$ cat src/rtl/prio_sched_pkg.sv
// Shared types and constants for the priority scheduler / AXI-Stream mux slice.
package prio_sched_pkg;

    typedef enum logic [0:0] {
        StIdle = 1'b0,
        StXfer = 1'b1
    } state_e;

    localparam int unsigned DEFAULT_NUM_FIFO   = 3;
    localparam int unsigned DEFAULT_DATA_WIDTH = 64;
    localparam int unsigned STAT_CNT_WIDTH     = 32;

    // A single-FIFO build still needs a 1-bit select port.
    function automatic int unsigned sel_width(input int unsigned n);
        return (n > 1) ? $clog2(n) : 1;
    endfunction

endpackage

$ cat src/rtl/axis_skid_reg.sv
// Two-entry AXI-Stream register slice (data, keep, last); head entry drives the master side.
module axis_skid_reg #(
    parameter int unsigned DATA_WIDTH = 64,
    parameter int unsigned KEEP_WIDTH = DATA_WIDTH / 8
) (
    input  logic                  clk,
    input  logic                  rst,
    input  logic                  i_s_valid,
    output logic                  o_s_ready,
    input  logic [DATA_WIDTH-1:0] i_s_data,
    input  logic [KEEP_WIDTH-1:0] i_s_keep,
    input  logic                  i_s_last,
    output logic                  o_m_valid,
    input  logic                  i_m_ready,
    output logic [DATA_WIDTH-1:0] o_m_data,
    output logic [KEEP_WIDTH-1:0] o_m_keep,
    output logic                  o_m_last
);

    localparam int unsigned PW = DATA_WIDTH + KEEP_WIDTH + 1;

    logic [PW-1:0] r_head;
    logic [PW-1:0] r_tail;
    logic [1:0]    r_cnt;
    logic [PW-1:0] w_in;
    logic          w_push;
    logic          w_pop;

    assign w_in      = {i_s_data, i_s_keep, i_s_last};
    assign o_s_ready = (r_cnt != 2'd2);
    assign o_m_valid = (r_cnt != 2'd0);
    assign w_push    = i_s_valid & o_s_ready;
    assign w_pop     = o_m_valid & i_m_ready;

    assign {o_m_data, o_m_keep, o_m_last} = r_head;

    always_ff @(posedge clk) begin
        if (!rst) begin
            r_head <= '0;
            r_tail <= '0;
            r_cnt  <= 2'd0;
        end else begin
            case ({w_push, w_pop})
                2'b10: begin
                    if (r_cnt == 2'd0) begin
                        r_head <= w_in;
                    end else begin
                        r_tail <= w_in;
                    end
                    r_cnt <= r_cnt + 2'd1;
                end
                2'b01: begin
                    r_head <= r_tail;
                    r_cnt  <= r_cnt - 2'd1;
                end
                // Push and pop together only happens with one entry held (full blocks push).
                2'b11: begin
                    r_head <= w_in;
                end
                default: begin
                end
            endcase
        end
    end

endmodule

$ cat src/rtl/prio_axis_mux.sv
// Packet-granular AXI-Stream mux locked to the scheduler's pick for one whole packet.
// Define PRIO_AXIS_MUX_STATS_EN to add per-FIFO packet and beat counters.
module prio_axis_mux
    import prio_sched_pkg::*;
#(
    parameter int unsigned NUM_FIFO   = DEFAULT_NUM_FIFO,
    parameter int unsigned DATA_WIDTH = DEFAULT_DATA_WIDTH,
    parameter int unsigned KEEP_WIDTH = DATA_WIDTH / 8,
    localparam int unsigned SEL_WIDTH = sel_width(NUM_FIFO)
) (
    input  logic                               clk,
    input  logic                               rst,
    input  logic [SEL_WIDTH-1:0]               sel_in,
    input  logic                               en_in,
    input  logic [NUM_FIFO*DATA_WIDTH-1:0]     s_axis_tdata,
    input  logic [NUM_FIFO*KEEP_WIDTH-1:0]     s_axis_tkeep,
    input  logic [NUM_FIFO-1:0]                s_axis_tvalid,
    input  logic [NUM_FIFO-1:0]                s_axis_tlast,
    output logic [NUM_FIFO-1:0]                s_axis_tready,
    output logic [DATA_WIDTH-1:0]              m_axis_tdata,
    output logic [KEEP_WIDTH-1:0]              m_axis_tkeep,
    output logic                               m_axis_tvalid,
    output logic                               m_axis_tlast,
    input  logic                               m_axis_tready,
    output logic [NUM_FIFO-1:0]                fifo_tlast_out,
`ifdef PRIO_AXIS_MUX_STATS_EN
    output logic [NUM_FIFO*STAT_CNT_WIDTH-1:0] stat_pkt_cnt,
    output logic [NUM_FIFO*STAT_CNT_WIDTH-1:0] stat_beat_cnt,
`endif
    output logic                               busy
);

    state_e                r_state;
    state_e                w_state_d;
    logic [SEL_WIDTH-1:0]  r_cur_sel;
    logic [SEL_WIDTH-1:0]  w_cur_sel_d;
    logic [NUM_FIFO-1:0]   r_fifo_tlast;
    logic [NUM_FIFO-1:0]   w_fifo_tlast_d;

    logic                  w_req_valid;
    logic                  w_cur_valid;
    logic                  w_cur_last;
    logic [DATA_WIDTH-1:0] w_cur_data;
    logic [KEEP_WIDTH-1:0] w_cur_keep;
    logic                  w_skid_valid;
    logic                  w_skid_ready;
    logic                  w_accept;

    // An out-of-range sel_in matches no index, so it can never raise w_req_valid.
    always_comb begin
        w_req_valid = 1'b0;
        w_cur_valid = 1'b0;
        w_cur_last  = 1'b0;
        w_cur_data  = '0;
        w_cur_keep  = '0;
        for (int unsigned i = 0; i < NUM_FIFO; i++) begin
            if (sel_in == SEL_WIDTH'(i)) begin
                w_req_valid = s_axis_tvalid[i];
            end
            if (r_cur_sel == SEL_WIDTH'(i)) begin
                w_cur_valid = s_axis_tvalid[i];
                w_cur_last  = s_axis_tlast[i];
                w_cur_data  = s_axis_tdata[i*DATA_WIDTH +: DATA_WIDTH];
                w_cur_keep  = s_axis_tkeep[i*KEEP_WIDTH +: KEEP_WIDTH];
            end
        end
    end

    assign w_skid_valid = (r_state == StXfer) & w_cur_valid;
    assign w_accept     = w_skid_valid & w_skid_ready;

    always_comb begin
        w_state_d      = r_state;
        w_cur_sel_d    = r_cur_sel;
        w_fifo_tlast_d = '0;
        unique case (r_state)
            StIdle: begin
                // Hold off while the completion pulse is out so the scheduler can re-arbitrate.
                if (en_in && w_req_valid && (r_fifo_tlast == '0)) begin
                    w_state_d   = StXfer;
                    w_cur_sel_d = sel_in;
                end
            end
            StXfer: begin
                if (w_accept && w_cur_last) begin
                    w_state_d = StIdle;
                    for (int unsigned i = 0; i < NUM_FIFO; i++) begin
                        w_fifo_tlast_d[i] = (r_cur_sel == SEL_WIDTH'(i));
                    end
                end
            end
            default: begin
                w_state_d = StIdle;
            end
        endcase
    end

    always_comb begin
        s_axis_tready = '0;
        for (int unsigned i = 0; i < NUM_FIFO; i++) begin
            s_axis_tready[i] = (r_state == StXfer) && (r_cur_sel == SEL_WIDTH'(i)) && w_skid_ready;
        end
    end

    always_ff @(posedge clk) begin
        if (!rst) begin
            r_state      <= StIdle;
            r_cur_sel    <= '0;
            r_fifo_tlast <= '0;
        end else begin
            r_state      <= w_state_d;
            r_cur_sel    <= w_cur_sel_d;
            r_fifo_tlast <= w_fifo_tlast_d;
        end
    end

    assign fifo_tlast_out = r_fifo_tlast;
    assign busy           = (r_state == StXfer);

    axis_skid_reg #(
        .DATA_WIDTH (DATA_WIDTH),
        .KEEP_WIDTH (KEEP_WIDTH)
    ) u_skid (
        .clk       (clk),
        .rst       (rst),
        .i_s_valid (w_skid_valid),
        .o_s_ready (w_skid_ready),
        .i_s_data  (w_cur_data),
        .i_s_keep  (w_cur_keep),
        .i_s_last  (w_cur_last),
        .o_m_valid (m_axis_tvalid),
        .i_m_ready (m_axis_tready),
        .o_m_data  (m_axis_tdata),
        .o_m_keep  (m_axis_tkeep),
        .o_m_last  (m_axis_tlast)
    );

`ifdef PRIO_AXIS_MUX_STATS_EN
    logic [STAT_CNT_WIDTH-1:0] r_pkt_cnt  [NUM_FIFO];
    logic [STAT_CNT_WIDTH-1:0] r_beat_cnt [NUM_FIFO];

    always_ff @(posedge clk) begin
        for (int unsigned i = 0; i < NUM_FIFO; i++) begin
            if (!rst) begin
                r_pkt_cnt[i]  <= '0;
                r_beat_cnt[i] <= '0;
            end else begin
                if (r_fifo_tlast[i]) begin
                    r_pkt_cnt[i] <= r_pkt_cnt[i] + STAT_CNT_WIDTH'(1);
                end
                if (w_accept && (r_cur_sel == SEL_WIDTH'(i))) begin
                    r_beat_cnt[i] <= r_beat_cnt[i] + STAT_CNT_WIDTH'(1);
                end
            end
        end
    end

    always_comb begin
        stat_pkt_cnt  = '0;
        stat_beat_cnt = '0;
        for (int unsigned i = 0; i < NUM_FIFO; i++) begin
            stat_pkt_cnt[i*STAT_CNT_WIDTH +: STAT_CNT_WIDTH]  = r_pkt_cnt[i];
            stat_beat_cnt[i*STAT_CNT_WIDTH +: STAT_CNT_WIDTH] = r_beat_cnt[i];
        end
    end
`endif

endmodule

$ cat config.mk
export PLATFORM = sky130hd
export DESIGN_NAME = prio_axis_mux
export DESIGN_NICKNAME = d
export VERILOG_FILES = /design/src/rtl/prio_sched_pkg.sv /design/src/rtl/axis_skid_reg.sv /design/src/rtl/prio_axis_mux.sv
export SDC_FILE = /design/constraint.sdc
export NUM_CORES = 1
export LEC_CHECK = 0
export ABC_CLOCK_PERIOD_IN_PS = 1880
export BUFFER_PORTS_ARGS = -buffer_cell sky130_fd_sc_hd__buf_2
export CAP_MARGIN = 0
export CORE_UTILIZATION = 29
export CTS_BUF_LIST = sky130_fd_sc_hd__clkbuf_16
export CTS_CLUSTER_DIAMETER = 30
export DETAILED_ROUTE_END_ITERATION = 16
export MAX_ROUTING_LAYER = met4
export PLACE_DENSITY = 0.63
export SLEW_MARGIN = 10
export SYNTH_ARGS = -nofsm -noshare
export SYNTH_HDL_FRONTEND = slang
export SYNTH_SLANG_ARGS = --single-unit
export TNS_END_PERCENT = 100
$ cat constraint.sdc
create_clock -name clk -period 1.88 [get_ports clk]
set_input_delay 0.094 -clock clk [delete_from_list [all_inputs] [get_ports clk]]
set_output_delay 0.094 -clock clk [all_outputs]
set_load 0.01 [all_outputs]
==> Yosys cells after proc, flatten, opt, wreduce, memory -nomap -nowiden <==
Index checks and enable logic that the tools add are counted.
Widths: inputs -> output; s select.
{ "word_totals": {"ff_bits": 154, "input_bits": 228, "output_inout_bits": 81, "word_cells": 63} }
{ "classes": {"addsub": 2, "eq_ne": 9, "mux": 21, "n_bitwise": 5, "n_reduce_logical": 20} }
{ "op_table": {"columns": ["operator", "count"], "rows": [
  ["$pmux 73 s3", 1],
  ["$mux 64", 3],
  ["$mux 73", 1],
  ["$mux 8", 3],
  ["$mux 1", 11],
  ["$logic_and 1x1->1", 9],
  ["$eq 2x2->1 const B", 4],
  ["$eq 2x1->1 const B", 3],
  ["$logic_not 2->1", 3],
  ["$reduce_and 2->1", 3],
  ["$pmux 2 s2", 1],
  ["$reduce_bool 2->1", 2],
  ["$and 1x1->1", 3],
  ["$logic_not 3->1", 1],
  ["$reduce_and 3->1", 1],
  ["$reduce_bool 3->1", 1],
  ["$add 2x1->2 const B", 1],
  ["$ne 2x1->1 const B", 1],
  ["$ne 2x2->1 const B", 1],
  ["$not 1->1", 2],
  ["$pmux 1 s2", 1],
  ["$sub 2x1->2 const B", 1]
]} }

==> Depth between registers and ports, before layout <==
Gate-level depths: netlist of run 1.
{ "depth": {"depth_word": 9, "ltp_mapped": 11, "depth_no_buf": 8} }

==> Modules after synthesis <==
A second synthesis of run 1 with hierarchy kept.
{ "unflattened": {"cells_unflattened": 947, "hier_area_um2": 8189.1} }
{ "by_module_without_submodules": {"columns": ["mod", "n_inst", "cells_per_inst", "area_each_um2", "seq_area_each_um2"], "rows": [
  ["axis_skid_reg", 1, 668, 6333.6, 2962.8],
  ["prio_axis_mux", 1, 279, 1855.5, 120.1]
]} }

==> Worst setup path after synthesis of run 1 <==
OpenSTA, ideal clock, no wires.
{ "synth_timing": {"path_type": "register to register", "from": "register r_cur_sel[0]", "to": "register u_skid.r_head[10]", "setup_time_ps": 72, "arrival_ps": 1847, "required_ps": 1808, "slack_ps": -39, "stages_incl_launch_ff": 11, "n_path_buf": 4, "synth_period_minus_slack_ps": 1919, "cell_sequence": "dfxtp_1 buf_4 mux2i_1 o21ai_2 nand2_1 ha_1 buf_2 buf_2 clkbuf_1 o211ai_1 mux2i_1"} }
{ "synth_via": {"elab_chain_len": 9, "word_cells_on_any_way": 19, "classes_between": "6 x eq/ne; 8 x mux; 2 x bitwise; 3 x reduce/logical"} }
{ "synth_rtl": {"columns": ["item", "line", "rtl"], "rows": [
  ["start, declared", "prio_axis_mux.sv:35", "logic [SEL_WIDTH-1:0] r_cur_sel;"],
  ["start signal, assigned", "prio_axis_mux.sv:112", "r_cur_sel <= w_cur_sel_d;"],
  ["$logic_not 2->1", "prio_axis_mux.sv:60", "if (r_cur_sel == SEL_WIDTH'(i)) begin"],
  ["$mux 1 (3 in a row)", "prio_axis_mux.sv:60", null],
  ["$and 1x1->1", "prio_axis_mux.sv:69", "assign w_skid_valid = (r_state == StXfer) & w_cur_valid;"],
  ["$and 1x1->1", "axis_skid_reg.sv:32", "assign w_push = i_s_valid & o_s_ready;"],
  ["$eq 2x2->1 / $eq 2x1->1 (equally long branches)", "axis_skid_reg.sv:43", "case ({w_push, w_pop})"],
  ["$ne 2x1->1 (no line) / $reduce_bool 3->1 (equally long branches)", null, null],
  ["$reduce_and 2->1 (no line)", null, null],
  ["end signal, assigned", "axis_skid_reg.sv:46", "r_head <= w_in;"],
  ["end signal, assigned", "axis_skid_reg.sv:53", "r_head <= r_tail;"],
  ["end signal, assigned", "axis_skid_reg.sv:58", "r_head <= w_in;"],
  ["end, declared", "axis_skid_reg.sv:22", "logic [PW-1:0] r_head;"]
]} }
Several ways; a longest one is shown, not always the timed one. The select of a mux whose other input is x is not followed.
A chain may end at the register's enable or synchronous reset.

==> Worst setup path in the final report of run 1 <==
{ "layout_timing": {"from": "register r_cur_sel[0]", "to": "register u_skid.r_tail[31]"} }
{ "layout_via": {"elab_chain_len": 8, "word_cells_on_any_way": 13, "classes_between": "3 x eq/ne; 6 x mux; 2 x bitwise; 2 x reduce/logical"} }
{ "layout_rtl": {"columns": ["item", "line", "rtl"], "rows": [
  ["$logic_not 2->1", "prio_axis_mux.sv:60", null],
  ["$mux 1 (3 in a row)", "prio_axis_mux.sv:60", null],
  ["$and 1x1->1", "prio_axis_mux.sv:69", null],
  ["$and 1x1->1", "axis_skid_reg.sv:32", null],
  ["$eq 2x2->1", "axis_skid_reg.sv:43", null],
  ["$reduce_and 2->1 (no line)", null, null],
  ["end signal, assigned", "axis_skid_reg.sv:48", "r_tail <= w_in;"],
  ["end, declared", "axis_skid_reg.sv:23", "logic [PW-1:0] r_tail;"]
]} }
Several ways; a longest one is shown, not always the timed one.

==> results.json, run 1 <==
{
  "post-route-period-util": 0.988,
  "drv_cap": 0,
  "hold_viol_final": 0,
  "pin_count": 309,
  "critPathMaxStageDelay_ns": 0.35,
  "cts_buffer_depth": 2,
  "power_density_mw_per_mm2": 857,
  "postRouteAntennaNets": 0,
  "root_buffer": "clkbuf_16",
  "dp_hpwl_um": 16300,
  "finalSetupViolCount": 0,
  "first_pass_iters": 4,
  "viasPerCell": 4.67,
  "peakVddDrop_mv": 0.451,
  "hold_class": "primary input to register",
  "crit_path_top_delay_cell": "dfxtp_4",
  "finalInstanceArea_mm2": 0.0112,
  "die_w_um": 170,
  "finalCriticalPeriod_ns": 1.86,
  "grt_max_degree": 61,
  "worstPathArrival_ns": 2.16,
  "crit_path_start_kind": "register",
  "drtIter0Drc": 315,
  "drive_above_1_share": 0.336,
  "crit_fanout": 9,
  "core_mm2": 0.0278,
  "worst_slew_pin_slew_ns": 0.473,
  "cts_buffers": 17,
  "area_delta_synth_final_pct": 36.7,
  "yosysTopAreaCellShare": 0.376,
  "reg2reg_setup_slack_ns": 0.02,
  "avgSynthCellArea_um2": 9.41,
  "reg2reg_from": "r_cur_sel[0]",
  "synth_most_common_cell": "mux2i_1",
  "ys_top_cells_by_area": "dfxtp_1 38%, mux2i_1 27%, o2bb2ai_1 7.8%",
  "ys_seq_area_frac": 0.376,
  "ys.warnings.count": 0,
  "path_class": "register to register",
  "insertion_delay_ns": 0.42,
  "crit_top_cell": "mux2i_1",
  "fill_cells": 2836,
  "initial_utilization": 0.295,
  "htreeDepth": 4,
  "overflow": 0,
  "hold_path_end": "u_skid.r_tail[72]",
  "finalMaxSlewViolations": 0,
  "syn_nets": 1101,
  "gr-usage-all-layers": 0.156,
  "cts.sinks": 154,
  "ff2ff_path_depth": 10,
  "drc_errors": 0,
  "cp_num_buf_inv": 3,
  "port_buffers": 308,
  "skew_ns": 0.00876,
  "rows": 61,
  "grt_pass1_vias": 6709,
  "die_area_mm2": 0.0289,
  "critPathCaptureType": "register",
  "fin_nets": 1392,
  "min_from": "s_axis_tdata[191]",
  "syn_area_mm2": 0.00820,
  "synth_top_cells_by_count": "220 x mux2i_1, 154 x dfxtp_1, 79 x nor2_1, 77 x nand2b_1, 76 x nand2_1",
  "gp_congestion": 0.759,
  "rsz0062_at_grt": "true",
  "reg2reg_to": "u_skid.r_tail[31]",
  "leakagePower_uw": 0.00473,
  "antenna_found_initial": 2,
  "yosys_register_bits": 154,
  "cpLargestDelayFamily": "buffers and inverters",
  "totalWireLength_um": 23800,
  "die_h_um": 170,
  "synthArstFlopShare": 0,
  "via_count": 7262,
  "clk_pin_slew_worst_paths_ns": 0.06,
  "worstPathCellList": "mux2i_1 -> o21ai_2 -> nand2_1 -> inv_1 -> ha_1 -> nor2b_4 -> buf_8 -> clkbuf_16 -> mux2i_1 -> nor2_1",
  "cp.required_ns": 2.18,
  "status": "finished clean",
  "synthCells": 871,
  "synth_edf_count": 0,
  "ys_types": 34,
  "max_freq_mhz": 538,
  "synthFlopType": "dfxtp_1",
  "placed_area_mm2": 0.0103,
  "slew_headroom": 0.685,
  "fin_setup_tns_ns": 0,
  "post_drt_wl_per_cell_um": 15.3,
  "holdPathStages": 4,
  "synth_top_area_cell": "dfxtp_1",
  "grt_pass1_wl_um": 34700,
  "cts_tree": "yes"
}
worst reg2reg max path: stages, from the launching register on:
cell	delay, ns
dfxtp_4	0.35
mux2i_1	0.12
o21ai_2	0.14
nand2_1	0.09
inv_1	0.06
ha_1	0.15
nor2b_4	0.19
buf_8	0.18
clkbuf_16	0.20
mux2i_1	0.21
nor2_1	0.05
layer usage:
metal  vias to the layer above  GRT usage  wire length (um)
met4                         0     0.0400               244
met5                         -          -                 0
met1                      3345      0.181             10500
li1                       3703          -                 -
met3                        11     0.0393              1390
met2                       203      0.268             11700
worst max path at each step:
stage | startpoint | endpoint | slack (ns) | cells past startpoint
after floorplan | r_cur_sel[0] | u_skid.r_head[10] | -0.04 | 10
final | r_cur_sel[0] | u_skid.r_tail[31] | 0.02 | 10
after detailed placement | r_cur_sel[1] | fifo_tlast_out[0] | -0.12 | 6
after global placement | r_cur_sel[1] | fifo_tlast_out[0] | -0.11 | 6
after CTS | r_cur_sel[1] | fifo_tlast_out[0] | 0.02 | 6
after global routing | r_cur_sel[0] | u_skid.r_tail[23] | -0.1 | 10
what timing repair did:
action                                  in CTS  in global routing
pin swaps                                    0                  2
gates resized for setup                      2                 11
endpoints found under the setup margin      12                129
endpoints found under the hold margin        2                  0
setup buffers                                0                  6
hold buffers                                 2                  0
cloned                                       0                  7
state kept, by name, summed over array words and instances (netlist names):
signal / flops
u_skid.r_cnt: 2
r_cur_sel: 2
fifo_tlast_out: 3
u_skid.r_head: 73
busy: 1
u_skid.r_tail: 73
where the power goes:
part	total, uW	internal [uW]	switching, uW
sequential	3590	3480	106
clock	3740	2340	1400
combinational	2280	1080	1200
total	9610	6900	2710
cell families after synthesis:
kind of cell	count (synthesis)	synth area share
XOR/XNOR	2	0.00214
multiplexers	220	0.269
flip-flops	154	0.376
AND/OR/NAND/NOR	247	0.141
buffers and inverters	88	0.0551
AO/OA/AOI/OAI	158	0.154
adder cells (fa/ha/maj)	2	0.00305
cell type report:
class                           count  area (um^2)  share of cell area
Multi-Input combinational cell    629         4720               0.421
Sequential cell                   154         3090               0.276
Timing Repair Buffer              355         2270               0.202
Tap cell                          378          473              0.0422
Clock buffer                       17          425              0.0380
Clock inverter                     15          205              0.0183
Inverter                            5         18.8             0.00167
Antenna cell                        2         5.00            0.000446
through the flow:
stage	worst slack (ns)	hold WS [ns]	instances	total power [uW]	utilization
floorplan	-0.0388	0.242	871	5000	-
global placement	-0.108	0.377	1506	5820	0.369
global route	-0.0986	0.0549	1555	10100	0.403
finish	0.0216	0.0606	1555	9610	0.403
CTS	0.0174	0.0544	1540	9630	0.393
detailed placement	-0.120	0.380	1506	5860	0.369
cell usage in the layout (no fill, tap or decap), types with 2 or more instances in the layout:
master / n
dfxtp_4: 2
inv_1: 4
buf_2: 307
dfxtp_1: 151
o21ai_0: 2
buf_16: 3
nand2b_1: 77
nor2_1: 79
mux2i_1: 218
nor3_1: 4
a21oi_1: 2
o211ai_1: 73
inv_2: 3
buf_12: 14
o2bb2ai_1: 72
buf_4: 21
clkinv_4: 2
bufinv_16: 5
diode_2: 2
nor2b_4: 2
dlygate4sd3_1: 2
clkbuf_16: 24
clkinv_1: 4
nand3_1: 3
mux2i_2: 2
nand2_1: 76
o21ai_1: 2
Note: power is estimated with default switching activity, not from simulation.
==> inputs of run 2 (changes only) <==
==> constraint.sdc (replaced) <==
create_clock -name clk -period 1.88 [get_ports clk]
set_input_delay 0 -clock clk [delete_from_list [all_inputs] [get_ports clk]]
set_output_delay 0 -clock clk [all_outputs]
set_load 0.01 [all_outputs]
==> run 2 against run 1 <==
  * Combinational power rose by 11%
  * Largest cell class unchanged
  * Sequential share of layout area fell by 1.8 points
  * Register-to-register slack barely moved
  * Critical path type unchanged
  * Routed wire length rose by 9.5%
  * Worst setup slack improved by 0.0029 ns
  * Total power rose by 0.87%
  * Highest routed layer unchanged
  * Via count rose by 6.1%
  * Clock skew rose by 0.00099 ns
  * Count of clock-buffer cells in the layout did not move
  * Critical endpoint is now u_skid.r_tail[30]
==> results.json, run 2 (synthesized netlist as in run 1, its figures left out) <==
{
  "status": "finished clean",
  "rows": 61,
  "skew_ns": 0.00976,
  "grt_pass1_vias": 7521,
  "clk_pin_slew_worst_paths_ns": 0.07,
  "worstPathArrival_ns": 2.16,
  "critPathCaptureType": "register",
  "postRouteAntennaNets": 0,
  "drtIter0Drc": 312,
  "rsz0062_at_grt": "true",
  "gr-usage-all-layers": 0.168,
  "worst_slew_pin_slew_ns": 0.641,
  "htreeDepth": 4,
  "layout_commonest_cell": "buf_2",
  "cts_tree": "yes",
  "hold_viol_final": 0,
  "cts_buffer_depth": 2,
  "peakVddDrop_mv": 0.454,
  "core_mm2": 0.0278,
  "ff_latch_area_mm2": 0.00309,
  "fin_setup_tns_ns": 0,
  "die_area_mm2": 0.0289,
  "drive_above_1_share": 0.327,
  "area_delta_synth_final_pct": 46.3,
  "finalMaxSlewViolations": 0,
  "grt_pass1_wl_um": 37400,
  "port_buffers": 308,
  "drc_errors": 0,
  "antenna_found_initial": 2,
  "pin_count": 309,
  "die_w_um": 170,
  "power_density_mw_per_mm2": 809,
  "intPower_uw": 6820,
  "drv_cap": 0,
  "hold-worst-slack_ns": 0.0118,
  "via_count": 7703,
  "fin_nets": 1469,
  "pwr-share-comb": 0.260,
  "hold_class": "primary input to register",
  "post-route-period-util": 0.987,
  "finalCriticalPeriod_ns": 1.86,
  "crit_path_start_kind": "register",
  "finalSetupViolCount": 0,
  "overflow": 0,
  "slew_headroom": 0.572,
  "post_drt_wl_per_cell_um": 16.0,
  "max_freq_mhz": 539,
  "p_sw_uw": 2870,
  "viasPerCell": 4.72,
  "clkPwrFrac": 0.370,
  "root_buffer": "clkbuf_16",
  "totalWireLength_um": 26100,
  "leakagePower_uw": 0.00504,
  "dp_hpwl_um": 16500,
  "layout_common_cells": "307 x buf_2, 218 x mux2i_1, 152 x dfxtp_1",
  "grt_max_degree": 78,
  "first_pass_iters": 4,
  "initial_utilization": 0.295,
  "fill_cells": 2786,
  "insertion_delay_ns": 0.42,
  "gp_congestion": 0.768,
  "cts.sinks": 154,
  "die_h_um": 170,
  "multiInputGateArea_mm2": 0.00475,
  "cts_buffers": 17,
  "crit_fanout": 9,
  "power.share.sequential": 0.370,
  "switching_share": 0.296,
  "cp.required_ns": 2.19,
  "path_class": "register to register"
}
==> run 2: changes by cell type in the layout (fill, tap and decap cells not counted), sizes merged <==
cell,change
clkinvlp,+4
dlygate4sd3,+67
inv,+1
clkbuf,+1
buf,+9
bufinv,-2
clkinv,-3
==> run 2: power groups by stage <==
stage	clock (uW)	sequential (uW)	combinational (uW)
after CTS	3680	3590	2320
final	3590	3590	2520
after detailed placement	0	3660	2210
after floorplan	0	3750	1260
after global routing	3800	3610	2740
after global placement	0	3660	2170
==> run 2: critical path: stages, from the launching register on <==
cell and delay [ns]:
dfxtp_4 0.36, mux2i_1 0.13, o21ai_2 0.16, nand2_1 0.09, inv_1 0.07, ha_1 0.15, nor2b_4 0.17, buf_12 0.16
buf_6 0.18, mux2i_1 0.22, nor2_1 0.06
==> run 2: final timing paths <==
kind	from	end	slack, ns	depth (start not counted)
worst max-delay path	r_cur_sel[0]	u_skid.r_tail[30]	0.02	10
worst min-delay path	s_axis_tdata[167]	u_skid.r_tail[48]	0.01	4
worst max register to register	r_cur_sel[0]	u_skid.r_tail[30]	0.02	10
worst min register to register	u_skid.r_head[7]	u_skid.r_head[7]	0.46	2
==> run 2: metal layers <==
metal / routed length (um) / global-route usage / vias to the layer above
met2: 13000 / 0.291 / 208
met4: 374 / 0.0560 / 0
met1: 11500 / 0.191 / 3616
li1: - / - / 3860
met3: 1190 / 0.0349 / 19
met5: 0 / - / -
==> run 2: final cells by class <==
cell class                      instances  area share
Timing Repair Buffer                  432       0.255
Sequential cell                       154       0.258
Multi-Input combinational cell        629       0.396
Inverter                                5     0.00157
Antenna cell                            2    0.000417
Tap cell                              378      0.0394
Clock buffer                           17      0.0355
Clock inverter                         15      0.0146
==> run 2: what timing repair did <==
| action | in CTS | in global routing |
|---|---|---|
| endpoints found under the hold margin | 75 | 0 |
| gates cloned | 0 | 13 |
| resized for setup | 1 | 14 |
| hold buffers | 69 | 0 |
| pin swaps | 0 | 10 |
| endpoints found under the setup margin | 5 | 130 |
| buffers inserted | 0 | 9 |
==> run 2: through the flow <==
step                setup WS [ns]   util  power, uW  instance area [um^2]  std cells
finish                     0.0245  0.432       9700                 12000       1632
global route               -0.129  0.432      10200                 12000       1632
CTS                       0.00312  0.415       9590                 11500       1608
detailed placement        -0.0352  0.369       5870                 10200       1507
global placement          0.00327  0.369       5830                 10200       1507
floorplan                 -0.0388      -       5000                  8200        871
==> inputs of run 3 (changes only) <==
CELL_PAD_IN_SITES_DETAIL_PLACEMENT = 1   (was default)
CELL_PAD_IN_SITES_GLOBAL_PLACEMENT = 1   (was default)
CORE_MARGIN = 2   (was default)
PLACE_DENSITY = default   (was 0.63)
PLACE_DENSITY_LB_ADDON = 0.1   (was default)
==> run 3 against run 2 <==
  * Via count is 0.17% higher
  * Flip-flop and latch count stayed put
  * Global-route usage is 1.1 points higher
  * First-iteration DRC count is 26% lower
  * Highest routed layer unchanged
  * Count of clock-buffer cells in the layout stayed put
  * Register-to-register slack hardly changed
  * Cell count is 0.74% lower
  * Sequential share of layout area hardly changed
==> results.json, run 3 (synthesized netlist as in run 1, its figures left out) <==
{
  "status": "finished clean",
  "fin_cells": 1620,
  "busiest_layer": "met2",
  "cpLargestDelayFamily": "buffers and inverters",
  "worst_slew_pin_slew_ns": 0.538,
  "use_met3": 0.0465,
  "finalCriticalPeriod_ns": 1.87,
  "die_area_mm2": 0.0296,
  "area_delta_synth_final_pct": 46.3,
  "drive_above_1_share": 0.331,
  "critPathCaptureType": "register",
  "post_drt_wl_per_cell_um": 16.8,
  "cp_num_buf_inv": 4,
  "insertion_delay_ns": 0.42,
  "rsz0062_at_grt": "true",
  "via_count": 7716,
  "dp_hpwl_um": 17900,
  "die_w_um": 172,
  "hold-worst-slack_ns": 0.0101,
  "first_pass_iters": 4,
  "cts_tree": "yes",
  "antenna_found_initial": 2,
  "layout_commonest_cell": "buf_2",
  "root_buffer": "clkbuf_16",
  "worstPathCellList": "mux2i_2 -> o21ai_2 -> nand2_1 -> inv_1 -> ha_1 -> nor2b_4 -> buf_4 -> clkbuf_16 -> clkbuf_16 -> mux2i_1 -> nor2_1",
  "grt_pass1_vias": 7802,
  "overflow": 0,
  "gr-usage-all-layers": 0.179,
  "drtIter0Drc": 231,
  "max_freq_mhz": 535,
  "crit_path_start_kind": "register",
  "met1_usage": 0.212,
  "viasPerCell": 4.76,
  "leakagePower_uw": 0.00506,
  "ff_latch_area_mm2": 0.00309,
  "crit_fanout": 5,
  "skew_ns": 0.0108,
  "peakVddDrop_mv": 0.591,
  "post-route-period-util": 0.995,
  "cts.sinks": 154,
  "hold_class": "primary input to register",
  "pin_count": 309,
  "totalWireLength_um": 27300,
  "power_density_mw_per_mm2": 833,
  "path_class": "register to register",
  "grt_max_degree": 79,
  "cts_buffer_depth": 2,
  "power_uw": 9990,
  "critPathMaxStageDelay_ns": 0.35,
  "grt_pass1_wl_um": 40600,
  "crit_top_cell": "clkbuf_16",
  "drv_cap": 0,
  "initial_utilization": 0.295,
  "fin_nets": 1460,
  "cp.required_ns": 2.17,
  "postRouteAntennaNets": 0,
  "hold_viol_final": 0,
  "layout_common_cells": "307 x buf_2, 218 x mux2i_1, 150 x dfxtp_1",
  "gp_congestion": 0.698,
  "clk_pin_slew_worst_paths_ns": 0.06,
  "htreeDepth": 4,
  "dp_cells": 1512,
  "finalMaxSlewViolations": 0,
  "drc_errors": 0,
  "worstPathArrival_ns": 2.16,
  "port_buffers": 308,
  "grt_util_met2": 0.303,
  "cts_buffers": 17,
  "finalSetupViolCount": 0,
  "core_mm2": 0.0278,
  "fill_cells": 3291,
  "die_h_um": 172,
  "slew_headroom": 0.642,
  "multiInputGateArea_mm2": 0.00472,
  "rows": 61,
  "crit_path_top_delay_cell": "dfxtp_4"
}
## run 3: changes by cell type in the layout (fill, tap and decap cells not counted), moves of 2 or more
cell / before / now
dfxtp_1: 152 / 150
nand2b_1: 73 / 77
buf_6: 4 / 2
inv_6: 3 / 1
nand2b_4: 4 / 0
dfxtp_2: 0 / 2
buf_16: 4 / 2
clkinvlp_4: 4 / 0
bufinv_16: 3 / 6
dlygate4sd3_1: 69 / 56
buf_12: 13 / 21
## run 3: what timing repair did
item                                    4_1_cts  5_1_grt
hold buffers                                 56        0
setup buffers                                 4        7
pin swaps                                     0        2
endpoints found under the setup margin       17      118
cloned                                        1        9
hold endpoints to repair                     56        0
gates resized for setup                       0       10
## run 3: metal layers
layer | wire [um] | vias to the layer above | part of all wire
li1 | - | 3837 | -
met5 | 0 | - | 0
met1 | 12300 | 3681 | 0.45
met4 | 239 | 0 | 0.0088
met3 | 1550 | 14 | 0.057
met2 | 13200 | 184 | 0.48
## run 3: area by class of cell
type	instances	area share
Antenna cell	2	0.000417
Clock buffer	17	0.0355
Clock inverter	12	0.0187
Inverter	5	0.00157
Multi-Input combinational cell	629	0.394
Sequential cell	154	0.258
Tap cell	378	0.0394
Timing Repair Buffer	423	0.253
## run 3: worst register-to-register path, stage by stage, from the launching register on
cell	delay, ns
dfxtp_4	0.35
mux2i_2	0.22
o21ai_2	0.08
nand2_1	0.09
inv_1	0.05
ha_1	0.19
nor2b_4	0.13
buf_4	0.13
clkbuf_16	0.15
clkbuf_16	0.16
mux2i_1	0.14
nor2_1	0.05
## run 3: metrics by stage
stage / instance area (um^2) / worst slack [ns] / util / TNS (ns)
after floorplan: 8200 / -0.0388 / - / -2.71
final: 12000 / 0.0103 / 0.432 / 0
after global routing: 12000 / -0.0955 / 0.432 / -5.04
after CTS: 11700 / -0.00599 / 0.420 / -0.0135
after global placement: 10400 / 0.0350 / 0.374 / 0
after detailed placement: 10400 / -0.00742 / 0.374 / -0.00907
## run 3: where the power goes
part / switching (uW) / internal (uW)
Sequential: 111 / 3480
Clock: 1420 / 2470
Combinational: 1270 / 1240
## run 3: final timing paths
path	from	depth (start not counted)	to	slack (ns)
setup / recovery	r_cur_sel[0]	11	u_skid.r_tail[56]	0.01
hold / removal	s_axis_tdata[147]	4	u_skid.r_tail[28]	0.01
setup reg to reg	r_cur_sel[0]	11	u_skid.r_tail[56]	0.01
hold reg to reg	u_skid.r_head[18]	2	u_skid.r_head[18]	0.45
